`src/rtl/instr_encoder_loader_if.sv`:
```
// Request channel of the instruction encoder: decoded control fields plus valid/ready.
// The master drives a request; the slave (encoder) answers with req_ready.
interface instr_encoder_loader_if;
  logic        req_valid;
  logic        req_ready;
  logic [2:0]  op_class;
  logic [3:0]  alu_sel;
  logic [4:0]  rd;
  logic [4:0]  rs1;
  logic [4:0]  rs2;
  logic [31:0] imm;

  modport master (
    output req_valid, op_class, alu_sel, rd, rs1, rs2, imm,
    input  req_ready
  );

  modport slave (
    input  req_valid, op_class, alu_sel, rd, rs1, rs2, imm,
    output req_ready
  );
endinterface

```
`src/rtl/instr_encoder_loader.sv`:
```
// Re-encodes decoded control fields into RV32I words, buffers them in a FIFO and
// streams them into IMEM at sequential word addresses from a programmable base.
module instr_encoder_loader #(
  parameter int unsigned DEPTH  = 4,
  parameter int unsigned ADDR_W = 32
) (
  input  logic                   clk,
  input  logic                   rst_n,
  input  logic                   load_start,
  input  logic [ADDR_W-1:0]      base_addr,
  input  logic                   load_en,
  instr_encoder_loader_if.slave  req,
  output logic                   imem_we,
  output logic [ADDR_W-1:0]      imem_addr,
  output logic [31:0]            imem_wdata,
  output logic                   busy,
  output logic                   err,
  output logic [7:0]             err_cnt,
  output logic [15:0]            words_written
);
  localparam int unsigned PtrW = $clog2(DEPTH);
  localparam logic [PtrW:0] FullCnt = DEPTH[PtrW:0];

  localparam logic [3:0] AluAdd = 4'd0, AluSub = 4'd1, AluAnd = 4'd2, AluOr  = 4'd3;
  localparam logic [3:0] AluXor = 4'd4, AluSlt = 4'd5, AluShl = 4'd6, AluShr = 4'd7;
  localparam logic [3:0] AluSgte = 4'd8, AluEq = 4'd9, AluNe = 4'd10;

  localparam logic [2:0] ClsR = 3'd0, ClsI = 3'd1, ClsS = 3'd2;
  localparam logic [2:0] ClsL = 3'd3, ClsB = 3'd4, ClsJ = 3'd5;

  // ---------------- encoder ----------------
  logic [2:0]  f3, b_f3;
  logic [6:0]  f7;
  logic        r_ok, b_ok, legal;
  logic [31:0] word;
  logic        unused_imm_hi;

  assign unused_imm_hi = ^req.imm[31:21];

  always_comb begin
    f3   = 3'b000;
    f7   = 7'b0000000;
    r_ok = 1'b1;
    case (req.alu_sel)
      AluAdd:  f3 = 3'b000;
      AluSub:  begin f3 = 3'b000; f7 = 7'b0100000; end
      AluShl:  f3 = 3'b001;
      AluSlt:  f3 = 3'b010;
      AluXor:  f3 = 3'b100;
      AluShr:  begin f3 = 3'b101; f7 = 7'b0100000; end
      AluOr:   f3 = 3'b110;
      AluAnd:  f3 = 3'b111;
      default: r_ok = 1'b0;
    endcase

    b_f3 = 3'b000;
    b_ok = 1'b1;
    case (req.alu_sel)
      AluSub, AluEq: b_f3 = 3'b000;
      AluNe:         b_f3 = 3'b001;
      AluSlt:        b_f3 = 3'b100;
      AluSgte:       b_f3 = 3'b101;
      default:       b_ok = 1'b0;
    endcase
  end

  always_comb begin
    legal = 1'b0;
    word  = 32'h0;
    case (req.op_class)
      ClsR: begin
        legal = r_ok;
        word  = {f7, req.rs2, req.rs1, f3, req.rd, 7'b0110011};
      end
      ClsI: begin
        legal = r_ok && (req.alu_sel != AluSub);
        // Shift immediates carry only a 5-bit shamt; the upper bits select logical vs arithmetic.
        if (req.alu_sel == AluShl || req.alu_sel == AluShr) begin
          word = {f7, req.imm[4:0], req.rs1, f3, req.rd, 7'b0010011};
        end else begin
          word = {req.imm[11:0], req.rs1, f3, req.rd, 7'b0010011};
        end
      end
      ClsS: begin
        legal = (req.alu_sel == AluAdd);
        word  = {req.imm[11:5], req.rs2, req.rs1, 3'b010, req.imm[4:0], 7'b0100011};
      end
      ClsL: begin
        legal = (req.alu_sel == AluAdd);
        word  = {req.imm[11:0], req.rs1, 3'b010, req.rd, 7'b0000011};
      end
      ClsB: begin
        legal = b_ok && !req.imm[0];
        word  = {req.imm[12], req.imm[10:5], req.rs2, req.rs1, b_f3, req.imm[4:1], req.imm[11],
                 7'b1100011};
      end
      ClsJ: begin
        legal = (req.alu_sel == AluAdd) && !req.imm[0];
        word  = {req.imm[20], req.imm[10:1], req.imm[11], req.imm[19:12], req.rd, 7'b1101111};
      end
      default: legal = 1'b0;
    endcase
  end

  // ---------------- FIFO + drain ----------------
  logic [31:0]       mem_q [DEPTH];
  logic [PtrW-1:0]   wr_ptr_q, rd_ptr_q;
  logic [PtrW:0]     cnt_q;
  logic [ADDR_W-1:0] wr_addr_q, imem_addr_q;
  logic [31:0]       imem_wdata_q;
  logic              imem_we_q, err_q;
  logic [7:0]        err_cnt_q;
  logic [15:0]       words_q;
  logic              full, empty, hs, push, pop, drop;

  assign full          = (cnt_q == FullCnt);
  assign empty         = (cnt_q == '0);
  assign req.req_ready = !full && !load_start;
  assign hs            = req.req_valid && req.req_ready;
  assign push          = hs && legal;
  assign drop          = hs && !legal;
  assign pop           = !empty && load_en;

  always_ff @(posedge clk) begin
    if (push) mem_q[wr_ptr_q] <= word;
  end

  always_ff @(posedge clk or negedge rst_n) begin
    if (!rst_n) begin
      wr_ptr_q     <= '0;
      rd_ptr_q     <= '0;
      cnt_q        <= '0;
      wr_addr_q    <= '0;
      imem_we_q    <= 1'b0;
      imem_addr_q  <= '0;
      imem_wdata_q <= '0;
      err_q        <= 1'b0;
      err_cnt_q    <= '0;
      words_q      <= '0;
    end else if (load_start) begin
      wr_ptr_q     <= '0;
      rd_ptr_q     <= '0;
      cnt_q        <= '0;
      wr_addr_q    <= base_addr;
      imem_we_q    <= 1'b0;
      imem_addr_q  <= '0;
      imem_wdata_q <= '0;
      err_q        <= 1'b0;
      err_cnt_q    <= '0;
      words_q      <= '0;
    end else begin
      if (push) wr_ptr_q <= wr_ptr_q + PtrW'(1);
      if (pop)  rd_ptr_q <= rd_ptr_q + PtrW'(1);
      if (push && !pop)      cnt_q <= cnt_q + (PtrW+1)'(1);
      else if (pop && !push) cnt_q <= cnt_q - (PtrW+1)'(1);
      imem_we_q <= pop;
      if (pop) begin
        imem_addr_q  <= wr_addr_q;
        imem_wdata_q <= mem_q[rd_ptr_q];
        wr_addr_q    <= wr_addr_q + ADDR_W'(4);
        words_q      <= words_q + 16'd1;
      end
      if (drop) begin
        err_q <= 1'b1;
        if (err_cnt_q != 8'hFF) err_cnt_q <= err_cnt_q + 8'd1;
      end
    end
  end

  assign imem_we       = imem_we_q;
  assign imem_addr     = imem_addr_q;
  assign imem_wdata    = imem_wdata_q;
  assign busy          = !empty;
  assign err           = err_q;
  assign err_cnt       = err_cnt_q;
  assign words_written = words_q;
endmodule
```
`src/flat_wrapper.sv`:
```
// flat-port wrapper written by rule: the top's interface ports become plain ports
module instr_encoder_loader_flat 
#(
  parameter int unsigned DEPTH  = 4,
  parameter int unsigned ADDR_W = 32
)
  (clk, rst_n, load_start, base_addr, load_en, imem_we, imem_addr, imem_wdata, busy, err, err_cnt, words_written, req_req_valid, req_op_class, req_alu_sel, req_rd, req_rs1, req_rs2, req_imm, req_req_ready);
  instr_encoder_loader_if req_i ();
  input  logic clk;
  input  logic rst_n;
  input  logic load_start;
  input  logic [ADDR_W-1:0] base_addr;
  input  logic load_en;
  output logic imem_we;
  output logic [ADDR_W-1:0] imem_addr;
  output logic [31:0] imem_wdata;
  output logic busy;
  output logic err;
  output logic [7:0] err_cnt;
  output logic [15:0] words_written;
  input wire logic [$bits(req_i.req_valid)-1:0] req_req_valid;
  input wire logic [$bits(req_i.op_class)-1:0] req_op_class;
  input wire logic [$bits(req_i.alu_sel)-1:0] req_alu_sel;
  input wire logic [$bits(req_i.rd)-1:0] req_rd;
  input wire logic [$bits(req_i.rs1)-1:0] req_rs1;
  input wire logic [$bits(req_i.rs2)-1:0] req_rs2;
  input wire logic [$bits(req_i.imm)-1:0] req_imm;
  output wire logic [$bits(req_i.req_ready)-1:0] req_req_ready;
  assign req_i.req_valid = req_req_valid;
  assign req_i.op_class = req_op_class;
  assign req_i.alu_sel = req_alu_sel;
  assign req_i.rd = req_rd;
  assign req_i.rs1 = req_rs1;
  assign req_i.rs2 = req_rs2;
  assign req_i.imm = req_imm;
  assign req_req_ready = req_i.req_ready;
  instr_encoder_loader #(.DEPTH(DEPTH), .ADDR_W(ADDR_W)) u_core (.clk(clk), .rst_n(rst_n), .load_start(load_start), .base_addr(base_addr), .load_en(load_en), .req(req_i), .imem_we(imem_we), .imem_addr(imem_addr), .imem_wdata(imem_wdata), .busy(busy), .err(err), .err_cnt(err_cnt), .words_written(words_written));
endmodule
```
`config.mk`:
```
export PLATFORM = sky130hd
export DESIGN_NAME = instr_encoder_loader_flat
export DESIGN_NICKNAME = d
export VERILOG_FILES = /design/src/rtl/instr_encoder_loader_if.sv /design/src/rtl/instr_encoder_loader.sv /design/src/flat_wrapper.sv
export SDC_FILE = /design/constraint.sdc
export NUM_CORES = 1
export LEC_CHECK = 0
export ABC_AREA = 1
export CAP_MARGIN = 25
export CORE_ASPECT_RATIO = 0.6
export CORE_MARGIN = 2
export CORE_UTILIZATION = 35
export DETAILED_ROUTE_END_ITERATION = 8
export PLACE_DENSITY_LB_ADDON = 0.1
export SETUP_SLACK_MARGIN = 0.4
export SLEW_MARGIN = 10
export SYNTH_ARGS = -nofsm -noshare
export SYNTH_HDL_FRONTEND = slang
export SYNTH_SLANG_ARGS = --single-unit
```
`constraint.sdc`:
```
create_clock -name clk -period 4.45 [get_ports clk]
set_input_delay 0.445 -clock clk [delete_from_list [all_inputs] [get_ports clk]]
set_output_delay 0.445 -clock clk [all_outputs]
set_load 0.05 [all_outputs]
```
==> flow_summary.toml, run 1 <==
[outcome]
status = "finished clean"

[sta]
finClkSkew_ps = 7.627
setup_viol = 0
worstMarginPinSlew_ps = 852.7
setup_tns_ps = 0
slew_headroom_pct = 42.44
finalCritPeriodShare_pct = 56.44
fmax_mhz = 398.1
fin_crit_ps = 2512
hold_viol = 0
slew_violations = 0
grt_setup_unrepaired = "no"

[setup_path]
cp_num_cells = 6
cp_data_arrival_time_ps = 2740
endpoint = "u_core.mem_q[2][21]"
setup.worst_path.start_class = "input pin"
crit_fanout = 10
cp_data_required_time_ps = 4680
end_kind = "flip-flop"
slowest_delay_ps = 660
path_cells = "clkdlybuf4s50_1, nand2_1, inv_1, nor2_1, inv_1, o21ai_0"
reg2reg_depth = 9
reg2reg_from = "u_core.cnt_q[1]"
worstSetupStartpoint = "req_op_class[1]"
r2r_end = "u_core.wr_addr_q[25]"
r2r_slack_ps = 2110
crit_buf_inv = 3
crit_type = "input pin to flip-flop"
cpMostUsedCell = "inv_1"
cp_slowest_cell = "o21ai_0"
critPathTopFamily = "buffers and inverters"

[placement]
gp_congestion = 0.9666
dpl.hpwl_mm = 23.42
io_buffers = 171

[grt]
grt_util_all_layers_pct = 20.47
grt_max_degree = 64
grt_pass1_wl_mm = 53.18
overflow = 0
antenna_found_initial = 1
grt_pass1_vias = 8786

[worst_hold_path]
hp-class = "flip-flop to flip-flop"
hold_path_startpoint = "u_core.wr_addr_q[1]"

[detailed_routing]
via_per_inst = 5.139
drt-total-wl_mm = 34.99
antenna_left = 0
drcViolationCount = 0
wl_per_cell_um = 19.40
drt_iter0_markers = 768
drt_pass1_iterations = 5
vias = 9271

[cells_and_area]
layout_common_cells = "262 x nand2_1, 169 x clkdlybuf4s50_1, 135 x o21ai_0"
layout_commonest_cell = "nand2_1"
fin_nets = 1458
area_delta_synth_final_pct = 25.76
drive_above_1_share_pct = 7.252
fin_util_pct = 44.50

[floorplanning]
fp.dieArea_mm2 = 0.03415
fp.dieW_um = 237.2
fp-row-count = 51
start_util_pct = 35.38
ioPinCount = 183
die_h_um = 143.9
core-area_mm2 = 0.03229

[clocking]
clk_path_buf_depth = 3
cts_buffers = 26
clk_latency_ps = 540
clock_sinks = 247
htree_levels = 1
ctsResizeCount = 0
root_buffer = "clkbuf_16"
cts_tree = "done"
clk_pin_slew_ps = 60

[synthesis]
synth_area_mm2 = 0.01142
synth_warnings = 0
avgSynthCellArea_um2 = 9.544
synth_nets = 1296
synth_cell_types = 49
ys_seq_area_share_pct = 59.36
synth-seq-cells = 247
postSynthCellCount = 1197

[power_and_ir_drop]
static-leakage-power_nw = 5.750
peakVddDrop_mv = 0.2846
finalPower_mw = 7.051
powerDensity_mw_per_mm2 = 490.7

[run]
max_cap_viol_count = 0
routing by layer:
metal	track usage (%)	share of wire, %
met5	0	0
met4	3.476	1.4
met3	4.149	6.8
met2	27.52	39
met1	33.40	53
area by class of cell:
class,instances,area (um2)
Antenna cell,1,2.502
Clock buffer,39,750.7
Clock inverter,9,70.07
Fill cell,3145,17920
Inverter,93,349.1
Multi-Input combinational cell,801,4030
Sequential cell,247,6782
Tap cell,424,530.5
Timing Repair Buffer,190,1853
registers in the layout (all words and copies together) (netlist names):
register	flops
u_core.words_written	16
u_core.err_cnt	8
u_core.cnt_q	3
u_core.err	1
u_core.wr_addr_q	32
u_core.rd_ptr_q	2
u_core.imem_wdata	30
u_core.imem_we	1
u_core.wr_ptr_q	2
u_core.imem_addr	32
u_core.mem_q	120
synth_stat cells (all sizes together):
cell       n  area [um2]
nand2    270        1054
o21ai    153       777.0
nor2     145       579.3
dfrtp    127        3178
edfxtp   120        3603
inv       91       341.6
nand3     58       310.3
buf       34       191.4
a22o      32       280.3
o22ai     32       200.2
nor3      25       152.7
clkbuf    22       82.58
nand4     20       125.1
o211ai    14       105.1
a21oi     11       70.07
xor2       8       70.07
ha         7       87.58
a31oi      4       25.02
o311ai     3       26.28
o31ai      3       22.52
a311oi     2       17.52
clkinv     2       7.510
nand3b     2       15.01
nor4       2       12.51
xnor2      2       17.52
a31o       1       8.760
and2       1       6.260
and3       1       6.260
fa         1       20.02
nor3b      1       7.510
o2111ai    1       8.760
o221ai     1       8.760
or2        1       6.260
cells by family after synthesis:
group                    Yosys count  share of synthesized area, %
AND/OR/NAND/NOR                  526                         19.91
AO/OA/AOI/OAI                    257                         13.57
flip-flops                       247                         59.36
buffers and inverters            149                         5.454
XOR/XNOR                          10                        0.7667
adder cells (fa/ha/maj)            8                        0.9418
metrics by stage:
step	setup WS [ps]	instances	hold WS (ps)	cell area, um2
after floorplan	1218	1197	149.4	11420
after global placement	1496	1754	447.5	13530
after detailed placement	1436	1754	453.4	13530
after CTS	1981	1803	436.3	14370
after global routing	1768	1804	450.1	14370
final	1938	1804	464.0	14370
worst min-delay path by stage:
stage	end	slack (ps)	cells past startpoint
2_1_floorplan	u_core.cnt_q[0]	150	0
3_3_place_gp	u_core.wr_addr_q[1]	450	2
3_5_place_dp	u_core.wr_addr_q[1]	450	2
4_1_cts	u_core.wr_addr_q[1]	440	3
5_1_grt	u_core.wr_addr_q[0]	450	3
6_report	u_core.wr_addr_q[1]	460	2
power breakdown:
group / leakage [nW] / internal, mW / total [mW] / switching, mW
logic: 2.58 / 0.631 / 2.05 / 1.42
clock network: 0.402 / 1.22 / 2.14 / 0.919
registers: 2.76 / 2.65 / 2.86 / 0.214
total: 5.75 / 4.50 / 7.05 / 2.55
worst min-delay path, stage by stage, from the launching register on:
cell     delay, ps
dfrtp_1        320
nand2_1         60
nand2_1         50
what timing repair did:
item | 4_1_cts | 5_1_grt
setup buffers | 0 | 0
hold endpoints to repair | 61 | 0
hold buffers | 1 | 0
Note: power is estimated with default switching activity, not from simulation.
==> inputs of run 2 (changes only) <==
- clock period: 4.45 -> 2.5 ns (I/O delays scaled with it)
==> run 2 against run 1 <==
Against the previous run: setup slack worse by 1500 ps; largest cell class unchanged; non-clock buffer count is 27 higher; register-to-register slack worse by 1600 ps; die area stayed put; via count is 1.3% higher; power is 83% higher.
==> flow_summary.toml, run 2 (synthesized netlist as in run 1, its figures left out) <==
[outcome]
status = "finished clean"

[grt]
grt_max_degree = 64
overflow = 0
antenna_found_initial = 1
grt_pass1_wl_mm = 52.65
grt_util_all_layers_pct = 20.15
grt_pass1_vias = 8771

[floorplanning]
ioPinCount = 183
fp-row-count = 51
core-area_mm2 = 0.03229
fp.dieArea_mm2 = 0.03415
start_util_pct = 35.38
die_h_um = 143.9
fp.dieW_um = 237.2

[run]
max_cap_viol_count = 0

[power_and_ir_drop]
power.internal_mw = 8.271
peakVddDrop_mv = 0.4310
p_seq_share_pct = 39.5
switching_share_pct = 35.86
powerDensity_mw_per_mm2 = 870.8
p_switching_mw = 4.625
p_comb_share_pct = 29.6
clkPwrFrac_pct = 31.0
static-leakage-power_nw = 6.118

[clocking]
clk_pin_slew_ps = 70
clk_path_buf_depth = 3
root_buffer = "clkbuf_16"
cts_buffers = 26
clock_sinks = 247
htree_levels = 1
clk_latency_ps = 540
cts_tree = "done"

[cells_and_area]
layout_commonest_cell = "nand2_1"
fill_cells = 3057
regMostFlops = "u_core.mem_q"
fin_util_pct = 45.87
fin_nets = 1485
regArea_mm2 = 0.006782
layout_common_cells = "261 x nand2_1, 146 x clkdlybuf4s50_1, 135 x o21ai_0"
drive_above_1_share_pct = 9.886
largest_register_ffs = 120
area_delta_synth_final_pct = 29.62
multi_input_area_mm2 = 0.004118

[sta]
fmax_mhz = 491.3
setup_tns_ps = 0
slew_headroom_pct = 39.87
hold_viol = 0
fin_crit_ps = 2036
finClkSkew_ps = 14.17
grt_setup_unrepaired = "no"
worstMarginPinSlew_ps = 890.6
setup_viol = 0
slew_violations = 0
finalCritPeriodShare_pct = 81.42

[setup_path]
end_kind = "flip-flop"
cp_data_arrival_time_ps = 2450
cp_data_required_time_ps = 2910
crit_fanout = 6
crit_buf_inv = 1
crit_type = "flip-flop to flip-flop"
cpMostUsedCell = "nand2_1"
slowest_delay_ps = 520
cp_slowest_cell = "nor3_1"
path_cells = "inv_1, nor3_1, nand2_1, nor2_2, nand2_1, nand2_1, nand3_1, nand2_1, o21ai_0"
setup.worst_path.start_class = "flip-flop"
critPathTopFamily = "simple AND/OR/NAND/NOR gates"

[detailed_routing]
drt_iter0_markers = 875
vias = 9396
via_per_inst = 5.132
drt_pass1_iterations = 5
antenna_left = 0
wl_per_cell_um = 18.89
drcViolationCount = 0
drt-total-wl_mm = 34.58

[placement]
io_buffers = 171
gp_congestion = 0.9374
dpl.hpwl_mm = 23.43

[worst_hold_path]
hp-class = "input pin to flip-flop"
[run 2: cell count changes in the layout (fill, tap and decap cells not counted), moves of 3 or more]
cell	previous run	this run
buf_12	0	8
buf_4	18	36
clkdlybuf4s50_1	169	146
clkinv_2	5	2
dlygate4sd2_1	0	17
dlymetal6s2s_1	0	6
nor2_1	131	128
nor2_2	12	9
nor2_4	2	8
[run 2: repair_timing]
action	4_1_cts	5_1_grt
setup buffers	0	1
gates cloned	0	0
endpoints found under the hold margin	61	0
endpoints found under the setup margin	17	15
pin swaps	0	2
resized for setup	17	16
hold buffers	1	0
[run 2: cell type report]
type | instances | area share, %
Multi-Input combinational cell | 801 | 27.81
Tap cell | 424 | 3.582
Inverter | 93 | 2.357
Clock inverter | 9 | 0.7013
Sequential cell | 247 | 45.79
Timing Repair Buffer | 217 | 14.54
Antenna cell | 1 | 0.01690
Clock buffer | 39 | 5.204
[run 2: worst register-to-register path, cell delays in order (launching register included)]
cell	delay, ps
dfrtp_1	480
inv_1	100
nor3_1	520
nand2_1	170
nor2_2	290
nand2_1	90
nand2_1	70
nand3_1	60
nand2_1	60
o21ai_0	70
[run 2: power by group through the flow]
stage / Combinational [mW] / Sequential, mW / Clock (mW)
floorplan: 1.58 / 5.95 / 0
global placement: 3.81 / 5.15 / 0
detailed placement: 3.81 / 5.15 / 0
CTS: 3.80 / 5.08 / 4.10
global route: 4.13 / 5.15 / 4.29
finish: 3.81 / 5.09 / 3.99
[run 2: stage by stage]
step           cell area (um2)  worst slack (ps)  power, mW  hold slack [ps]  cells
2_1_floorplan            11500             370.5      7.534           -45.59   1197
3_5_place_dp             13880             36.84      8.967            308.1   1780
5_1_grt                  14810             388.4      13.57            185.1   1831
6_report                 14810             464.4      12.90            162.6   1831
4_1_cts                  14750             400.8      12.99            150.2   1829
3_3_place_gp             13880             34.93      8.958            310.9   1780
[run 2: final timing paths]
| check | from | to | slack [ps] | cells after the start |
|---|---|---|---|---|
| max in group asynchronous | rst_n | u_core.wr_addr_q[27] | 1530 | 3 |
| hold reg to reg | u_core.wr_addr_q[1] | u_core.wr_addr_q[1] | 460 | 2 |
| setup / recovery | u_core.wr_addr_q[16] | u_core.wr_addr_q[31] | 460 | 9 |
| hold / removal | load_start | u_core.cnt_q[2] | 160 | 4 |
| setup reg to reg | u_core.wr_addr_q[16] | u_core.wr_addr_q[31] | 460 | 9 |
| min in group asynchronous | rst_n | u_core.imem_wdata[22] | 290 | 2 |
[run 2: layer usage]
layer  vias up  routed length (um)  global-route usage, %
li1       4517                   -                      -
met5         -                   0                      0
met3        36                2418                  4.245
met1      4539               18050                  32.70
met4         0                 501                  4.237
met2       304               13610                  26.73
==> inputs of run 3 (changes only) <==
- clock period: 2.5 -> 2.1 ns (I/O delays scaled with it)
==> run 3 against run 2 <==
Against the previous run: power increased by 31%; core utilization increased by 5.4 points; fmax increased by 8.9%.
==> flow_summary.toml, run 3 (synthesized netlist as in run 1, its figures left out) <==
[outcome]
status = "finished clean"

[cells_and_area]
largest_register_ffs = 120
layout_common_cells = "239 x nand2_1, 122 x o21ai_0, 120 x edfxtp_1"
fin_nets = 1595
diodes = 0
fin_area_mm2 = 0.01656
layout_commonest_cell = "nand2_1"
drive_above_1_share_pct = 22.76
area_delta_synth_final_pct = 44.98
regMostFlops = "u_core.mem_q"
fin_util_pct = 51.30

[setup_path]
cp_data_required_time_ps = 2580
worstSetupStartpoint = "u_core.cnt_q[1]"
crit_type = "flip-flop to flip-flop"
r2r_end = "u_core.words_written[6]"
crit_fanout = 8
end_kind = "flip-flop"
setup.worst_path.start_class = "flip-flop"
endpoint = "u_core.words_written[6]"
cp_data_arrival_time_ps = 2350
r2r_slack_ps = 230
reg2reg_from = "u_core.cnt_q[1]"
reg2reg_depth = 13

[detailed_routing]
drcViolationCount = 0
drt_pass1_iterations = 5
antenna_left = 0
drt_iter0_markers = 858
via_per_inst = 5.192
top_layer_used = "met4"
vias = 10072
dr_wl_met2_mm = 15.16
wl_met3_mm = 2.902
wl_met1_mm = 20.57
wl_per_cell_um = 20.17
drt-total-wl_mm = 39.14

[clocking]
clk_latency_ps = 550
cts_tree = "done"
clk_pin_slew_ps = 70
clk_path_buf_depth = 3
cts_buffers = 26
htree_levels = 1
clock_sinks = 247
root_buffer = "clkbuf_16"

[power_and_ir_drop]
static-leakage-power_nw = 6.993
power.internal_mw = 10.80
p_seq_share_pct = 35.9
powerDensity_mw_per_mm2 = 1019
peakVddDrop_mv = 0.7471
clkPwrFrac_pct = 29.9
p_switching_mw = 6.088
p_comb_share_pct = 34.2
switching_share_pct = 36.05

[sta]
setup_ws_ps = 230.3
finClkSkew_ps = 11.13
slew_violations = 0
fmax_mhz = 534.8
worst_hold_slack_ps = 72.33
grt_setup_unrepaired = "yes"
setup_tns_ps = 0
worstMarginPinSlew_ps = 875.1
finalCritPeriodShare_pct = 89.03
slew_headroom_pct = 40.92
setup_viol = 0
hold_viol = 0
fin_crit_ps = 1870

[grt]
grt_pass1_vias = 9178
overflow = 0
grt_pass1_wl_mm = 55.96
antenna_found_initial = 0
grt_util_all_layers_pct = 21.73
grt_max_degree = 40

[floorplanning]
fp.dieArea_mm2 = 0.03415
core-area_mm2 = 0.03229
die_h_um = 143.9
start_util_pct = 35.38
fp-row-count = 51
ioPinCount = 183
fp.dieW_um = 237.2

[placement]
dpl.hpwl_mm = 25.21
gp_congestion = 0.9902
placed_cell_area_mm2 = 0.01425
pre_cts_ws_ps = -354.2
io_buffers = 171

[worst_hold_path]
hp-class = "input pin to flip-flop"

[run]
max_cap_viol_count = 0
run 3: routing by layer:
layer	GRT usage, %	vias to the layer above
met1	35.94	4934
met4	3.476	0
met2	28.54	345
met3	4.552	44
li1	-	4749
met5	0	-
run 3: cell type report:
| cell class | instances | area, um2 |
|---|---|---|
| flip-flops and latches | 247 | 6793 |
| clock inverters | 15 | 206.4 |
| repair buffers | 327 | 3526 |
| clock buffers | 33 | 718.2 |
| well taps | 424 | 530.5 |
| fillers | 2929 | 15730 |
| inverters | 93 | 372.9 |
| multi-input cells | 801 | 4417 |
run 3: stage by stage:
stage / total power, mW / cells
2_1_floorplan: 8.972 / 1197
3_3_place_gp: 10.84 / 1823
3_5_place_dp: 10.86 / 1823
4_1_cts: 16.14 / 1895
5_1_grt: 17.63 / 1940
6_report: 16.89 / 1940
run 3: worst min-delay path by stage:
stage / from / endpoint / slack, ps / cells past startpoint
after detailed placement: rst_n / u_core.imem_addr[15] / 130 / 1
after global placement: rst_n / u_core.imem_addr[15] / 130 / 1
after CTS: load_start / u_core.cnt_q[2] / 60 / 4
final: load_start / u_core.cnt_q[2] / 70 / 4
after global routing: load_start / u_core.cnt_q[2] / 100 / 4
after floorplan: rst_n / u_core.cnt_q[0] / -90 / 0
run 3: repair_timing:
action	CTS	global route
pin swaps	14	54
hold buffers	1	0
gates cloned	6	11
buffers inserted	17	34
setup endpoints to repair	316	249
resized for setup	198	147
hold endpoints to repair	127	0
run 3: critical path, stage by stage (launching register included):
cell,delay (ps)
dfrtp_1,400
nor2_4,70
buf_6,130
nand2_8,60
nand2_8,50
buf_4,140
buf_12,130
buf_12,140
nor3_4,200
and3_4,220
nand2_2,50
nand2_1,60
nand2_1,50
nor2_1,100
run 3: power by group through the flow:
stage | Clock (mW) | Sequential [mW] | Combinational, mW
floorplan | 0 | 7.09 | 1.88
finish | 5.04 | 6.06 | 5.78
global placement | 0 | 6.14 | 4.69
detailed placement | 0 | 6.14 | 4.72
global route | 5.35 | 6.13 | 6.15
CTS | 5.13 | 6.04 | 4.97
